### config.mk
export PLATFORM = sky130hd
export DESIGN_NAME = regfile_wb_arbiter
export DESIGN_NICKNAME = d
export VERILOG_FILES = /design/src/rtl/regfile_wb_arbiter.sv
export SDC_FILE = /design/constraint.sdc
export NUM_CORES = 1
export LEC_CHECK = 0
export CAP_MARGIN = 30
export CORE_MARGIN = 2
export CORE_UTILIZATION = 40
export CTS_CLUSTER_DIAMETER = 30
export DETAILED_ROUTE_END_ITERATION = 10
export GPL_TIMING_DRIVEN = 0
export PLACE_DENSITY = 0.84
export RECOVER_POWER = 50
export SLEW_MARGIN = 20
export SYNTH_ARGS = -nofsm -noshare
export SYNTH_HDL_FRONTEND = slang
export SYNTH_SLANG_ARGS = --single-unit
### constraint.sdc
create_clock -name clk -period 2.9 [get_ports clk]
set_clock_uncertainty 0.15 [all_clocks]
set_input_delay 0.58 -clock clk [delete_from_list [all_inputs] [get_ports clk]]
set_output_delay 0.58 -clock clk [all_outputs]
set_load 0.05 [all_outputs]
### src/rtl/regfile_wb_arbiter.sv
// Round-robin arbiter sharing the register-file write port between ALU (port 0)
// and LSU (port 1), with a pending-write busy scoreboard. Optional WB_BYPASS_EN.
module regfile_wb_arbiter #(
  parameter int unsigned N = 32
) (
  input  logic         clk,
  input  logic         rst,
  input  logic         req0_valid,
  output logic         req0_ready,
  input  logic [4:0]   req0_rd,
  input  logic [N-1:0] req0_data,
  input  logic         req1_valid,
  output logic         req1_ready,
  input  logic [4:0]   req1_rd,
  input  logic [N-1:0] req1_data,
  input  logic         reserve_valid,
  input  logic [4:0]   reserve_rd,
  output logic [4:0]   rf_rd,
  output logic [N-1:0] rf_write_data,
  output logic         rf_write_enable,
  output logic [31:0]  busy
`ifdef WB_BYPASS_EN
  ,
  input  logic [4:0]   bp_rs1,
  input  logic [4:0]   bp_rs2,
  output logic         bp_hit1,
  output logic         bp_hit2,
  output logic [N-1:0] bp_data1,
  output logic [N-1:0] bp_data2
`endif
);

  logic         last_grant_q, last_grant_d;
  logic [4:0]   rf_rd_q, rf_rd_d;
  logic [N-1:0] rf_data_q, rf_data_d;
  logic         rf_we_q, rf_we_d;
  logic [31:0]  busy_q, busy_d;

  logic         grant0_c, grant1_c, xfer_c;
  logic [4:0]   sel_rd_c;
  logic [N-1:0] sel_data_c;

  // Port 1 wins when alone, or when both request and port 0 went last.
  always_comb begin
    grant1_c   = req1_valid & (~req0_valid | ~last_grant_q);
    grant0_c   = req0_valid & ~grant1_c;
    xfer_c     = grant0_c | grant1_c;
    sel_rd_c   = grant1_c ? req1_rd : req0_rd;
    sel_data_c = grant1_c ? req1_data : req0_data;
  end

  assign req0_ready = grant0_c;
  assign req1_ready = grant1_c;

  always_comb begin
    last_grant_d = last_grant_q;
    rf_rd_d      = rf_rd_q;
    rf_data_d    = rf_data_q;
    rf_we_d      = 1'b0;
    if (xfer_c) begin
      last_grant_d = grant1_c;
      rf_rd_d      = sel_rd_c;
      rf_data_d    = sel_data_c;
      rf_we_d      = (sel_rd_c != 5'd0);
    end
  end

  // Clear first so that a same-edge reservation of the register wins.
  always_comb begin
    busy_d = busy_q;
`ifdef WB_BYPASS_EN
    if (xfer_c) busy_d[sel_rd_c] = 1'b0;
`else
    if (rf_we_q) busy_d[rf_rd_q] = 1'b0;
`endif
    if (reserve_valid && (reserve_rd != 5'd0)) busy_d[reserve_rd] = 1'b1;
    busy_d[0] = 1'b0;
  end

  always_ff @(posedge clk or posedge rst) begin
    if (rst) begin
      last_grant_q <= 1'b1;
      rf_rd_q      <= 5'd0;
      rf_data_q    <= '0;
      rf_we_q      <= 1'b0;
      busy_q       <= 32'd0;
    end else begin
      last_grant_q <= last_grant_d;
      rf_rd_q      <= rf_rd_d;
      rf_data_q    <= rf_data_d;
      rf_we_q      <= rf_we_d;
      busy_q       <= busy_d;
    end
  end

  assign rf_rd           = rf_rd_q;
  assign rf_write_data   = rf_data_q;
  assign rf_write_enable = rf_we_q;
  assign busy            = busy_q;

`ifdef WB_BYPASS_EN
  // Forward the committing write to issue during the cycle busy already reads clear.
  assign bp_hit1  = rf_we_q & (rf_rd_q == bp_rs1) & (bp_rs1 != 5'd0);
  assign bp_hit2  = rf_we_q & (rf_rd_q == bp_rs2) & (bp_rs2 != 5'd0);
  assign bp_data1 = rf_data_q;
  assign bp_data2 = rf_data_q;
`endif

endmodule

==> metrics <==
hpwl dp 6990 µm; YS warnings 0; via count 3011; H-tree levels 3; cells after synthesis 296; Setup Fix Bufs, Post-CTS 0; fin crit share 0.963; post-route setup slack 0.108 ns; Int Power 2.39 mW; Seq/Total Area, Yosys 0.558; fin cells 567; P per Cell Area 864 nW/µm²; Finished Core Util 0.652; Min Hold Slack 0.349 ns; pin count of the biggest net entering global routing 43; port bufs 153; wirelength, routed 9400 µm; flops & latches, synth 70; remaining global-route overflow 0; max frequency 358 MHz; switching share of total power 0.447; drt initial violations 146; Core Area 7690 µm²; Layout Nets 545; worst min path class reg -> reg; chip height 92.6 µm; leakage power 2.05 nW; Slew HR 0.134; post-cts sizing count 4; DRC 0; combinational share of power 0.487; hold_buf cts 0; Via density 5.31; endpoint class of the critical path output pin; area fraction in compound gates after synthesis 0.190; XOR/XNOR Fraction of Synth Area 0; io pins 156; unrepaired setup endpoints after global routing false; clk buf depth 2; Final GP Congestion 0.900; antenna-violating nets left 0; clock sinks 70; Unique masters post-synth 25; outcome finished, final reports clean; crit path kind in -> out; drt wl/cell 16.6 µm; Post-Syn Nets 380; CTS clk-pin slew, worst paths 0.07 ns; vias in the first global route 3163; Fillers 634; Post-Synthesis Cell Area 3140 µm²; global-route wire length before repair 15300 µm; mux cell area share after synthesis 0.102; fin crit period 2.79 ns; final hold violations 0; crit-path max FO 7; peak supply drop 0.332 mV; Req. time, crit path 2.17 ns; Simple-Gate Fraction of Synth Area 0.114; Syn-to-layout area delta 59.6%; DR pass1 iterations 4; Avg Inst Size Synth 10.6 µm²; number of cells after detailed placement 552; Slew Limit Fails 0; Post-Synth Adder-Cell Area 0; clock network power share 0.181; max-cap viol count 0; post-place setup slack -0.366 ns; Final setup viols 0; GRT Overall Usage 0.228; critical path arrival 2.06 ns; Std-Cell Rows 32; total power 4.33 mW; total CTS buffers 9; initial core utilization 0.409; clock latency on the worst-skew pair 0.34 ns; share of layout cells above drive strength 1 0.0817; diodes inserted 0; CTS tree built; Switch Pwr 1.94 mW; initial antenna violation count 0; largest family of logic cells by synthesized area compound AO/OA/AOI/OAI gates; Die Wd 92.6 µm; Die ar. 8580 µm²; sequential power share 0.332; Root Driver clkbuf_8; CP startpoint kind input port; actual slew at the worst max-slew pin 1.29 ns
[cells in the mapped netlist]
master,number,share of area
buf_6,2,0.0072
nor2_1,3,0.0036
nand3_1,4,0.0064
clkbuf_4,2,0.0048
or3_1,2,0.0040
o21ai_0,79,0.13
mux2i_1,32,0.10
conb_1,1,0.0012
or3b_1,5,0.014
dfrtp_1,69,0.55
buf_2,2,0.0032
o221a_2,5,0.018
a211o_1,5,0.014
nand2b_1,1,0.0020
nand2_1,35,0.042
dfstp_2,1,0.0084
or4_1,2,0.0048
nor2b_1,5,0.010
or3b_4,1,0.0036
inv_1,3,0.0036
clkbuf_1,2,0.0024
a21boi_2,1,0.0036
o21ai_1,18,0.029
nand3b_1,10,0.024
buf_4,6,0.014
[power by group through the flow]
stage	Combinational [mW]	Sequential (mW)	Clock (mW)
floorplan	0.339	2.39	0
global placement	2.08	1.43	0
detailed placement	2.12	1.45	0
CTS	2.13	1.43	0.804
global route	2.22	1.47	0.847
finish	2.11	1.44	0.785
[kinds of logic (layout without fill, tap and decap cells)]
| family | after synthesis | after routing |
|---|---|---|
| other | 1 | 1 |
| AOI/OAI and AO/OA | 108 | 108 |
| muxes | 32 | 32 |
| DFF | 70 | 70 |
| and+or+nand+nor | 68 | 68 |
| buffers and inverters | 17 | 186 |
[area by class of cell]
| class | count | area (µm²) | share of cell area |
|---|---|---|---|
| plain buffers | 14 | 100 | 0.0200 |
| clock buffers | 10 | 138 | 0.0274 |
| clock inverters | 5 | 58.8 | 0.0117 |
| inverters | 3 | 12.5 | 0.00250 |
| multi-input cells | 209 | 1280 | 0.255 |
| flip-flops and latches | 70 | 1750 | 0.350 |
| well taps | 102 | 128 | 0.0254 |
| repair buffers | 154 | 1550 | 0.308 |
[worst max-delay path, cell delays in order]
cell and delay [ns]:
clkdlybuf4s50_1 0.45, nand2b_1 0.23, nand2_1 0.22, inv_1 0.09, clkdlybuf4s15_1 0.49
[per-layer routing]
layer  GRT usage  vias up  share of wire  routed length (µm)
met4      0.0919        0         0.0097                  91
li1            -     1395              -                   -
met5           0        -              0                   0
met1       0.278     1449           0.41                3820
met2       0.380      158           0.50                4690
met3      0.0659        9          0.085                 801
[sequential cells by signal, indices dropped and copies added (netlist names)]
| name | cells |
|---|---|
| rf_write_data | 32 |
| rf_write_enable | 1 |
| rf_rd | 5 |
| busy | 31 |
| last_grant_q | 1 |
[cells in the final DEF (no fill, tap or decap), types with 2 or more instances in the layout]
cell and instances:
buf_6 2, or4_1 2, inv_1 2, or3b_1 5, a211o_1 5, clkbuf_4 2
or3_1 2, dlygate4sd3_1 3, clkbuf_1 2, nand3b_1 10, o221a_2 5, clkinvlp_4 2
nor2b_1 5, mux2i_1 32, nand2_1 35, buf_2 3, buf_4 6, o21ai_0 90
nor2_1 3, clkbuf_8 10, dfrtp_1 69, clkdlybuf4s50_1 148, o21ai_1 7, nand3_1 4
[through the flow]
stage                     instance area, µm²  setup TNS [ns]
after detailed placement                4820          -0.573
after floorplan                         3140               0
after CTS                               5020               0
final                                   5010               0
after global routing                    5010               0
after global placement                  4800          -51.16
[path summary, 6_finish.rpt]
check                                    startpoint                            end  slack (ns)  cells after the start
setup / recovery                         req1_valid                     req0_ready        0.11                      5
hold / removal             last_grant_q$_DFFE_PP1P_       last_grant_q$_DFFE_PP1P_        0.35                      2
setup reg to reg               rf_rd[3]$_DFFE_PP0P_             busy[11]$_DFF_PP0_        1.26                      3
hold reg to reg            last_grant_q$_DFFE_PP1P_       last_grant_q$_DFFE_PP1P_        0.35                      2
max in group asynchronous                       rst       last_grant_q$_DFFE_PP1P_        0.97                      3
min in group asynchronous                       rst  rf_write_data[12]$_DFFE_PP0P_        0.81                      2
Power figures use the tool's default switching activity.
